===== src/rtl/imem_loader.sv =====
// ---------------------------------------------------------------------------
// imem_loader
//
// Loads a program into the instruction memory from a byte stream. Bytes
// arrive over a valid/ready handshake, are packed little-endian into
// WIDTH-bit words, and each finished word is written to the imem write port
// at consecutive addresses starting from 0. While a load runs the core is
// held in reset; core_nrst is released once the last word is written.
//
// Ports:
//   clk_in          clock
//   rst_in          synchronous, active-low reset
//   start_in        one-cycle pulse to begin a load (honoured only when idle)
//   len_in          number of words to load, 1..2**INDEX, sampled with start
//   byte_valid_in   stream byte valid
//   byte_data_in    stream byte
//   byte_ready_out  a byte is accepted this cycle when also valid
//   imem_we_out     imem write enable
//   imem_addr_out   imem word address (holds when not writing)
//   imem_data_out   imem write data (holds when not writing)
//   core_nrst_out   active-low core reset, 0 = core held
//   busy_out        load in progress
//   done_out        one-cycle pulse after the last word is written
//   err_out         one-cycle pulse when start carried an invalid length
//   checksum_out    XOR of all words written in the current or last load
// ---------------------------------------------------------------------------
module imem_loader #(
    parameter int WIDTH = 32,
    parameter int INDEX = 6
) (
    input  logic             clk_in,
    input  logic             rst_in,
    input  logic             start_in,
    input  logic [INDEX:0]   len_in,
    input  logic             byte_valid_in,
    input  logic [7:0]       byte_data_in,
    output logic             byte_ready_out,
    output logic             imem_we_out,
    output logic [INDEX-1:0] imem_addr_out,
    output logic [WIDTH-1:0] imem_data_out,
    output logic             core_nrst_out,
    output logic             busy_out,
    output logic             done_out,
    output logic             err_out,
    output logic [WIDTH-1:0] checksum_out
);

    localparam int BYTES = WIDTH / 8;
    localparam int DEPTH = 2 ** INDEX;
    localparam int BCW   = (BYTES > 1) ? $clog2(BYTES) : 1;

    localparam logic [INDEX:0] DEPTH_L   = (INDEX + 1)'(DEPTH);
    localparam logic [BCW-1:0] LAST_BYTE = BCW'(BYTES - 1);

    typedef enum logic [1:0] {
        IDLE  = 2'd0,
        RECV  = 2'd1,
        WRITE = 2'd2,
        DONE  = 2'd3
    } state_t;

    state_t state_reg;
    state_t state_next;

    logic [BCW-1:0]   bcnt_reg;      // byte position within the current word
    logic [INDEX-1:0] addr_reg;      // address of the word being assembled
    logic [INDEX-1:0] len_m1_reg;    // address of the final word of this load
    logic [WIDTH-1:0] asm_reg;       // partially assembled word
    logic [INDEX-1:0] addr_out_reg;  // captured write address
    logic [WIDTH-1:0] data_out_reg;  // captured write data
    logic [WIDTH-1:0] checksum_reg;
    logic             core_nrst_reg;
    logic             err_reg;

    logic             accept;
    logic             last_byte;
    logic             last_word;
    logic             len_ok;
    logic [WIDTH-1:0] word_next;

    assign accept    = byte_ready_out && byte_valid_in;
    assign last_byte = (bcnt_reg == LAST_BYTE);
    assign last_word = (addr_reg == len_m1_reg);
    assign len_ok    = (len_in != '0) && (len_in <= DEPTH_L);

    // Assembled word including the byte on the bus: only the lane selected
    // by the byte counter takes the new byte, other lanes keep their value.
    genvar gi;
    generate
        for (gi = 0; gi < BYTES; gi++) begin : g_lane
            assign word_next[8*gi +: 8] = (bcnt_reg == BCW'(gi)) ? byte_data_in
                                                                 : asm_reg[8*gi +: 8];
        end
    endgenerate

    // State register
    always_ff @(posedge clk_in) begin
        if (!rst_in) begin
            state_reg <= IDLE;
        end else begin
            state_reg <= state_next;
        end
    end

    // Next-state logic
    always_comb begin
        state_next = state_reg;
        case (state_reg)
            IDLE:    if (start_in && len_ok) state_next = RECV;
            RECV:    if (accept && last_byte) state_next = WRITE;
            WRITE:   state_next = last_word ? DONE : RECV;
            DONE:    state_next = IDLE;
            default: state_next = IDLE;
        endcase
    end

    // State-decoded outputs
    always_comb begin
        byte_ready_out = 1'b0;
        imem_we_out    = 1'b0;
        busy_out       = 1'b0;
        done_out       = 1'b0;
        case (state_reg)
            RECV: begin
                byte_ready_out = 1'b1;
                busy_out       = 1'b1;
            end
            WRITE: begin
                imem_we_out = 1'b1;
                busy_out    = 1'b1;
            end
            DONE:    done_out = 1'b1;
            default: ;
        endcase
    end

    // Datapath. The write address/data are captured on the edge that takes
    // the last byte of a word, so the imem port only changes when a new word
    // is about to be written and otherwise holds its previous value.
    always_ff @(posedge clk_in) begin
        if (!rst_in) begin
            bcnt_reg      <= '0;
            addr_reg      <= '0;
            len_m1_reg    <= '0;
            asm_reg       <= '0;
            addr_out_reg  <= '0;
            data_out_reg  <= '0;
            checksum_reg  <= '0;
            core_nrst_reg <= 1'b0;
            err_reg       <= 1'b0;
        end else begin
            err_reg <= 1'b0;
            case (state_reg)
                IDLE: begin
                    if (start_in) begin
                        if (len_ok) begin
                            // len_in is 1..DEPTH so len-1 always fits INDEX bits
                            len_m1_reg    <= INDEX'(len_in - 1'b1);
                            addr_reg      <= '0;
                            bcnt_reg      <= '0;
                            checksum_reg  <= '0;
                            core_nrst_reg <= 1'b0;
                        end else begin
                            err_reg <= 1'b1;
                        end
                    end
                end
                RECV: begin
                    if (accept) begin
                        asm_reg <= word_next;
                        if (last_byte) begin
                            bcnt_reg     <= '0;
                            addr_out_reg <= addr_reg;
                            data_out_reg <= word_next;
                        end else begin
                            bcnt_reg <= bcnt_reg + 1'b1;
                        end
                    end
                end
                WRITE: begin
                    checksum_reg <= checksum_reg ^ data_out_reg;
                    if (last_word) begin
                        // release lands on the DONE cycle
                        core_nrst_reg <= 1'b1;
                    end else begin
                        addr_reg <= addr_reg + 1'b1;
                    end
                end
                default: ;
            endcase
        end
    end

    assign imem_addr_out = addr_out_reg;
    assign imem_data_out = data_out_reg;
    assign checksum_out  = checksum_reg;
    assign core_nrst_out = core_nrst_reg;
    assign err_out       = err_reg;

endmodule


===== config.mk =====
export PLATFORM = sky130hd
export DESIGN_NAME = imem_loader
export DESIGN_NICKNAME = d
export VERILOG_FILES = /design/src/rtl/imem_loader.sv
export SDC_FILE = /design/constraint.sdc
export NUM_CORES = 1
export LEC_CHECK = 0
export BUFFER_PORTS_ARGS = -buffer_cell sky130_fd_sc_hd__buf_4
export CAP_MARGIN = 20
export CORE_MARGIN = 2
export CORE_UTILIZATION = 58
export CTS_CLUSTER_SIZE = 16
export DETAILED_ROUTE_END_ITERATION = 12
export HOLD_SLACK_MARGIN = 0.05
export PLACE_DENSITY = 0.82
export SYNTH_ARGS = -nofsm -noshare
export SYNTH_HDL_FRONTEND = slang
export SYNTH_SLANG_ARGS = --single-unit

===== constraint.sdc =====
create_clock -name clk_in -period 3.85 [get_ports clk_in]
set_input_delay 0 -clock clk_in [delete_from_list [all_inputs] [get_ports clk_in]]
set_output_delay 0 -clock clk_in [all_outputs]
set_load 0.005 [all_outputs]

# --- After elaboration in Yosys (flattened, before gate mapping) ---
# Index checks and enable logic that the tools add are counted.
word_totals:
  register_bits: 120
  latchBits: 0
  mem_bits_rw: 0
  rom_bits: 0
  in_bits: 19
  mem_count: 0
classes:
  n_addsub: 3
  multipliers: 0
  div_mod_pow: 0
  n_lt_le_gt_ge: 1
  eq_ne: 14
  shifts: 0
  muxes: 29
  bitwise: 1
  n_reduce_logical: 19
op_table:
  columns: ["cell", "n"]
  rows:
  - ["$mux W32", 2]
  - ["$pmux W32 S2", 1]
  - ["$mux W8", 4]
  - ["$xor A32 B32 Y32", 1]
  - ["$mux W6", 3]
  - ["$mux W2", 7]
  - ["$ne A2 B2 Y1 const B", 7]
  - ["$pmux W6 S2", 1]
  - ["$reduce_and A3 Y1", 4]
  - ["$reduce_and A4 Y1", 3]
  - ["$eq A2 B2 Y1 const B", 4]
  - ["$mux W1", 8]
  - ["$pmux W2 S4", 1]
  - ["$le A7 B7 Y1 const B", 1]
  - ["$reduce_bool A7 Y1", 1]
  - ["$add A6 B1 Y6 const B", 1]
  - ["$eq A6 B6 Y1", 1]
  - ["$sub A6 B1 Y6 const B", 1]
  - ["$eq A2 B1 Y1 const B", 2]
  - ["$logic_and A1 B1 Y1", 4]
  - ["$logic_not A2 Y1", 2]
  - ["$pmux W2 S2", 1]
  - ["$reduce_and A2 Y1", 2]
  - ["$reduce_bool A2 Y1", 2]
  - ["3 further kinds", 3]

# --- Logic depth before layout (Yosys ltp) ---
# Gate-level depths: netlist (run 1).
depth:
  ltp_word: 6
  ltp_mapped: 8
  mapped_depth_nobuf: 7

# --- Least setup slack after synthesis (run 1) ---
# Ideal clock, no wire load.
synth_path:
  kind: "reg2reg"
  startpoint: "register state_reg[0]"
  endpoint: "register addr_reg[4]"
  setup_ns: 0.074
  arrival_time_ns: 1.806
  path_slack_ns: 1.970
  stages_incl_launch_ff: 8
  path_buffers: 0
  period_less_slack_ns: 1.880
  path_cell_list: "dfxtp_1 -> inv_1 -> ha_1 -> nand3_1 -> nor4_4 -> nor3_2 -> or4_1 -> a31oi_1"
synth_via:
  elab_chain_len: 3
  word_cells_on_any_way: 8
synth_rtl:
  columns: ["element", "line", "source"]
  rows:
  - ["from (decl)", "62", "state_t state_reg;"]
  - ["from (signal assigned)", "101", "state_reg <= state_next;"]
  - ["$eq A2 B2 Y1 or $logic_not A2 Y1 (tied branches)", "153", "case (state_reg)"]
  - ["$ne A2 B2 Y1 (no source line) or $reduce_bool A2 Y1 (tied branches)", null, null]
  - ["$reduce_and A4 Y1 (no source line)", null, null]
  - ["to (signal assigned)", "186", "addr_reg <= addr_reg + 1'b1;"]
  - ["to (decl)", "66", "logic [INDEX-1:0] addr_reg;"]
# Several ways; a longest one is shown, not always the timed one.
# A chain may end at the register's enable or synchronous reset.

# --- Final worst setup path (run 1) ---
layout_path:
  startpoint: "input len_in[0]"
  endpoint: "register checksum_reg[13] (netlist: checksum_out[13])"
layout_via:
  elab_chain_len: 4
  word_cells_on_any_way: 5
layout_rtl:
  columns: ["element", "line", "source"]
  rows:
  - ["from (decl)", "34", "input logic [INDEX:0] len_in,"]
  - ["$le A7 B7 Y1 or $reduce_bool A7 Y1 (tied branches)", "84", "assign len_ok = (len_in != '0) && (len_in <= DEPTH_L);"]
  - ["$logic_and A1 B1 Y1 *", "84", null]
  - ["$ne A2 B2 Y1 (no source line) *", null, null]
  - ["$reduce_and A3 Y1 (no source line) *", null, null]
  - ["to (signal assigned)", "181", "checksum_reg <= checksum_reg ^ data_out_reg;"]
  - ["to (decl)", "71", "logic [WIDTH-1:0] checksum_reg;"]
# Every way passes the cells marked *; elsewhere a longest branch is shown, timed or not.

==> results.yml, run 1 <==
clock_network:
  cts-buffers-inserted: 9
  clockBufferDepth: 2
  insertion_delay_ns: 0.37
  cts_tree: "yes"
  cts-root-buf: "clkbuf_8"
  clock_sinks: 112
  cts_max_level: 3
  clk_pin_slew_ns: 0.11
grt:
  grt_use_total_pct: 26.1
  grt_start_max_net_pins: 86
  grt_pass1_wl_um: 19100
  grt-ovfl-total: 0
  antenna_found_initial: 0
  grt_pass1_vias: 4085
floorplan:
  coreArea_um2: 8260
  die_h_um: 96.4
  design.die.area_um2: 9300
  start_util_pct: 60.0
  fp.dieW_um: 96.4
  ioPinCount: 95
  rows: 33
final_layout:
  stdcell_count: 791
  post-route-util_pct: 73.6
  antenna_cells: 0
  areaGrowthSynthToFinish_pct: 22.6
  fin_area_um2: 6080
  final.fill_count: 661
  seq_area_um2: 2240
  drive_gt1_share_pct: 18.5
  nets: 712
  multi_input_area_um2: 2510
sta:
  relSlewSlack_pct: 30.4
  fin_crit_ns: 2.63
  hold_violations: 0
  worst_pin_slew_ns: 1.04
  finClkSkew_ns: 0.00718
  rsz0062_at_grt: "no"
  setup_viol: 0
  slew_viol_final: 0
  setup_tns_ns: 0
  fmax_mhz: 380
  fin_crit_sh_pct: 68.3
drt:
  vias_per_cell: 5.77
  avgRoutedWirePerCell_um: 15.3
  final_antenna_net_count: 0
  wirelength_um: 12100
  via_count: 4563
  drc: 0
  first_pass_iters: 5
  drt_iter0_markers: 291
placed_design:
  dp_cells: 757
  port_buffers: 94
  dpl_cell_area_um2: 5670
  dp.final_hpwl_um: 8220
  gp_congestion: 0.857
power_and_ir_drop:
  p_leak_uw: 0.00231
  total_power_uw: 2130
  powerDensity_nw_per_um2: 351
  peakVddDrop_mv: 0.211
status:
  status: "completed"
worst_setup_path:
  cp_top_family: "simple AND/OR/NAND/NOR gates"
  cp.required_ns: 4.15
  cp-start-kind: "input pin"
  crit_arrival_ns: 2.93
  crit_chain: "dlygate4sd3_1 -> buf_4 -> inv_1 -> ha_1 -> or3b_1 -> o311a_1 -> nor4_4 -> o21ai_0 -> o21ai_0"
  critPathMaxFanout: 19
  critical-path-max-stage-delay_ns: 0.85
  crit_type: "input pin to register"
  crit_slowest_cell: "nor4_4"
  path_common_cell: "o21ai_0"
  cp_num_buf_inv: 3
  crit_path_end_kind: "register"
synthesis:
  yosysMostFrequentCell: "dfxtp_1"
  synth-edff-count: 0
  synth_nets: 625
  syn_inst: 595
  ys_ff_latch: 112
  yosys_warnings: 0
  yosysSeqAreaShare_pct: 45.2
  synth_common_cells: "dfxtp_1, nand2_1, a21oi_1"
  synth_ff_type: "dfxtp_1"
  async_flop_share_pct: 0
  synthDistinctLibCells: 44
  synth_top_area_cell: "dfxtp_1"
  syn_area_um2: 4960
  syn_area_per_cell_um2: 8.33
  synth_area_leaders: "dfxtp_1, nand2_1, a21oi_1"
  synth_top_cell_area_share_pct: 45.2
min_path:
  hp-class: "input pin to register"
job:
  timing.max_cap.violations: 0
==> worst min-delay path: stages <==
cell     delay, ns
buf_4         0.10
a21oi_1       0.11
o21ai_0       0.15
a21oi_1       0.07
==> kinds of logic after synthesis <==
logic type | Yosys count | synth area share (%)
AOI/OAI and AO/OA | 160 | 18.9
xor gates and xnor gates | 11 | 1.94
adders and majority gates | 11 | 2.78
buffers and inverters | 52 | 4.06
DFF | 112 | 45.2
muxes | 25 | 5.05
and+or+nand+nor | 224 | 22.0
==> report_power, final <==
part	internal [µW]	switching (µW)	total (µW)
clock	368	403	770
sequential	1170	7.65	1180
combinational	73.5	111	185
==> path summary, 6_finish.rpt <==
path | startpoint | to | slack (ns) | cells past startpoint
worst min-delay path | byte_valid_in | state_reg[0] | 0.10 | 4
worst min register to register | asm_reg[15] | asm_reg[15] | 0.46 | 2
worst max-delay path | len_in[0] | checksum_out[13] | 1.22 | 9
worst max register to register | state_reg[0] | addr_reg[4] | 1.33 | 8
==> layout make-up <==
type                       count  share of cell area, %
clock buffer                   9                   2.04
clock inverter                 6                   1.54
inverter                      10                  0.618
multi-input combinational    431                   41.4
sequential                   112                   36.9
tap                          105                   2.16
timing repair buffer         118                   15.4
==> repair_timing <==
| action | CTS | global route |
|---|---|---|
| resized for setup | 0 | 0 |
| setup buffers | 0 | 0 |
| endpoints found under the hold margin | 60 | 0 |
| hold buffers | 19 | 0 |
==> cells in the final DEF, fill, tap and decap left out, types with 3 or more instances in the layout <==
| cell | n |
|---|---|
| a21oi_1 | 58 |
| nand2_1 | 83 |
| inv_1 | 9 |
| dfxtp_1 | 112 |
| nor2b_1 | 14 |
| nand3_1 | 32 |
| o21ai_1 | 3 |
| mux2i_1 | 25 |
| ha_1 | 11 |
| or2_2 | 3 |
| xor2_1 | 3 |
| o21ai_0 | 52 |
| nand3b_1 | 3 |
| xnor2_1 | 8 |
| clkbuf_8 | 9 |
| dlygate4sd3_1 | 19 |
| nand2b_1 | 3 |
| or3b_2 | 4 |
| clkinvlp_4 | 3 |
| nor2_1 | 56 |
| o31ai_1 | 3 |
| or3b_1 | 10 |
| buf_4 | 99 |
| and3_1 | 3 |
| a211oi_1 | 30 |
==> through the flow <==
stage | hold slack, ns | setup slack (ns)
5_1_grt | 0.142 | 1.02
6_report | 0.105 | 1.22
3_5_place_dp | 0.224 | 1.39
2_1_floorplan | 0.0956 | 1.97
3_3_place_gp | 0.202 | 1.50
4_1_cts | 0.0953 | 1.14
==> layer usage <==
layer | wire length [µm] | up-vias | track usage (%)
met5 | 0 | - | 0
met3 | 522 | 23 | 3.65
met4 | 239 | 0 | 9.74
met2 | 6040 | 142 | 44.2
met1 | 5310 | 2152 | 34.1
li1 | - | 2246 | -
(Power assumes the default switching activity.)
==> run 2, diff against run 1 <==
--- a/config.mk
+++ b/config.mk
@@ -5,14 +5,15 @@
 export SDC_FILE = /design/constraint.sdc
 export NUM_CORES = 1
 export LEC_CHECK = 0
+export ABC_AREA = 1
 export BUFFER_PORTS_ARGS = -buffer_cell sky130_fd_sc_hd__buf_4
 export CAP_MARGIN = 20
 export CORE_MARGIN = 2
-export CORE_UTILIZATION = 58
+export CORE_UTILIZATION = 50
 export CTS_CLUSTER_SIZE = 16
 export DETAILED_ROUTE_END_ITERATION = 12
 export HOLD_SLACK_MARGIN = 0.05
-export PLACE_DENSITY = 0.82
+export PLACE_DENSITY = 0.75
 export SYNTH_ARGS = -nofsm -noshare
 export SYNTH_HDL_FRONTEND = slang
 export SYNTH_SLANG_ARGS = --single-unit
==> constraint.sdc (replaced) <==
create_clock -name clk_in -period 2.4 [get_ports clk_in]
set_input_delay 0 -clock clk_in [delete_from_list [all_inputs] [get_ports clk_in]]
set_output_delay 0 -clock clk_in [all_outputs]
set_load 0.005 [all_outputs]
==> run 2 against run 1 <==
Effect of this change: non-clock buffer count decreased by 4; cell count increased by 13%; power increased to 2.6 times the previous value; sequential cell count unchanged; design area increased by 0.78%; worst hold slack improved by 0.0036 ns; largest cell class unchanged; largest power group unchanged.
==> results.yml, run 2 <==
status:
  status: "completed"
synthesis:
  synth_area_leaders: "dfxtp_1, o21ai_0, nor2_1"
  async_flop_share_pct: 0
  synth_top_cell_area_share_pct: 44.3
  yosysMostFrequentCell: "nor2_1"
  synth_top_area_cell: "dfxtp_1"
  yosysSeqAreaShare_pct: 44.3
  yosys_warnings: 0
  syn_area_um2: 5060
  synth_common_cells: "nor2_1, dfxtp_1, o21ai_0"
  synth_nets: 704
  synth_ff_type: "dfxtp_1"
  syn_area_per_cell_um2: 7.51
  syn_inst: 674
  synth-edff-count: 0
  synthDistinctLibCells: 26
  ys_ff_latch: 112
sta:
  worst_pin_slew_ns: 0.766
  finClkSkew_ns: 0.0112
  hold_violations: 0
  fmax_mhz: 484
  rsz0062_at_grt: "no"
  fin_crit_ns: 2.07
  fin_crit_sh_pct: 86.2
  setup_tns_ns: 0
  slew_viol_final: 0
  setup_viol: 0
  worst_slack_ns: 0.332
  relSlewSlack_pct: 48.6
floorplan:
  die_h_um: 105
  ioPinCount: 95
  rows: 36
  design.die.area_um2: 10900
  start_util_pct: 51.6
  fp.dieW_um: 105
  coreArea_um2: 9820
clock_network:
  clockBufferDepth: 2
  cts-root-buf: "clkbuf_8"
  cts-buffers-inserted: 9
  cts_tree: "yes"
  insertion_delay_ns: 0.39
  clk_pin_slew_ns: 0.11
  cts_max_level: 3
  clock_sinks: 112
worst_setup_path:
  crit_path_end_kind: "register"
  crit_slowest_cell: "dlygate4sd3_1"
  critPathMaxFanout: 34
  crit_arrival_ns: 2.37
  crit_type: "input pin to register"
  cp-start-kind: "input pin"
  crit_chain: "dlygate4sd3_1 -> buf_4 -> inv_1 -> ha_1 -> inv_1 -> nor2_1 -> nand3_1 -> nand2_1 -> nand3_2 -> nand2_4 -> nand2_4 -> inv_4 -> nand2_1 -> a21oi_1"
  critical-path-max-stage-delay_ns: 0.53
  cp.required_ns: 2.71
final_layout:
  final.fill_count: 898
  areaGrowthSynthToFinish_pct: 20.9
  antenna_cells: 0
  layout.cells.most_common: "nor2_1"
  multi_input_area_um2: 2440
  layout_common_cells: "nor2_1, dfxtp_1, buf_4, o21ai_0, a21oi_1"
  drive_gt1_share_pct: 16.2
  nets: 789
  seq_area_um2: 2240
drt:
  drc: 0
  vias_per_cell: 5.14
  wirelength_um: 11900
  via_count: 4609
  avgRoutedWirePerCell_um: 13.3
  final_antenna_net_count: 0
  first_pass_iters: 4
  drt_iter0_markers: 270
job:
  timing.max_cap.violations: 0
grt:
  grtUsageMet3_pct: 3.81
  grt_pass1_vias: 4177
  met2_usage_pct: 34.6
  antenna_found_initial: 0
  use_met1_pct: 30.5
  grt_pass1_wl_um: 20100
  grt_use_total_pct: 22.1
  top_usage_layer: "met2"
  grt_start_max_net_pins: 53
  grt-ovfl-total: 0
power_and_ir_drop:
  peakVddDrop_mv: 0.698
  powerDensity_nw_per_um2: 920
  p_leak_uw: 0.00257
min_path:
  hp-class: "input pin to register"
placed_design:
  dp.final_hpwl_um: 8060
  dp_slack_ns: 0.448
  gp_congestion: 0.813
  port_buffers: 94
[run 2: path summary, 6_finish.rpt]
kind,slack (ns),end,start,depth (start not counted)
min,0.11,len_m1_reg[4],len_in[4],5
max reg2reg,0.40,state_reg[0],state_reg[0],8
min reg2reg,0.48,core_nrst_out,core_nrst_out,2
max,0.33,state_reg[0],len_in[0],14
[run 2: routing by layer]
layer	up-vias	part of all wire, %
met3	15	5.9
met2	141	45
met5	-	0
met1	2090	47
met4	0	1.7
li1	2363	-
[run 2: final cells by class]
class	instances	area share, %
Inverter	50	3.11
Multi-Input combinational cell	472	39.8
Tap cell	133	2.72
Clock inverter	5	0.919
Sequential cell	112	36.6
Timing Repair Buffer	114	14.5
Clock buffer	11	2.31
[run 2: logic make-up (layout without fill, tap and decap cells)]
logic type | after synthesis | after routing | synth area share [%]
AND/OR/NAND/NOR | 215 | 215 | 17.1
AO/OA/AOI/OAI | 210 | 210 | 22.0
flip-flops | 112 | 112 | 44.3
buffers and inverters | 90 | 180 | 7.71
XOR/XNOR | 36 | 36 | 6.23
adder cells (fa/ha/maj) | 11 | 11 | 2.72
[run 2: timing repair]
item	in CTS	in global routing
gates resized for setup	0	0
hold buffers	14	0
endpoints found under the hold margin	46	0
buffers inserted	0	0
endpoints found under the setup margin	0	0
[run 2: power breakdown]
part | internal, µW | switching, µW | total (µW)
Sequential | 2180 | 254 | 2430
Clock | 510 | 644 | 1150
Combinational | 823 | 1220 | 2050
Total | 3510 | 2120 | 5640
[run 2: per-stage QoR]
stage | cells | utilization (%) | cell area (µm²) | power, µW | hold slack [ns]
5_1_grt | 897 | 62.4 | 6120 | 6060 | 0.125
6_report | 897 | 62.4 | 6120 | 5640 | 0.108
4_1_cts | 897 | 62.4 | 6120 | 5660 | 0.103
2_1_floorplan | 674 | - | 5060 | 3940 | 0.131
3_5_place_dp | 867 | 58.9 | 5790 | 4500 | 0.279
3_3_place_gp | 867 | 58.9 | 5790 | 4410 | 0.281
[run 2: worst max-delay path: cells and delay by family]
family	cells	cell delay (ns)
buffers and inverters	5	1.22
AOI/OAI and AO/OA	1	0.14
adders and majority gates	1	0.17
and+or+nand+nor	7	0.83
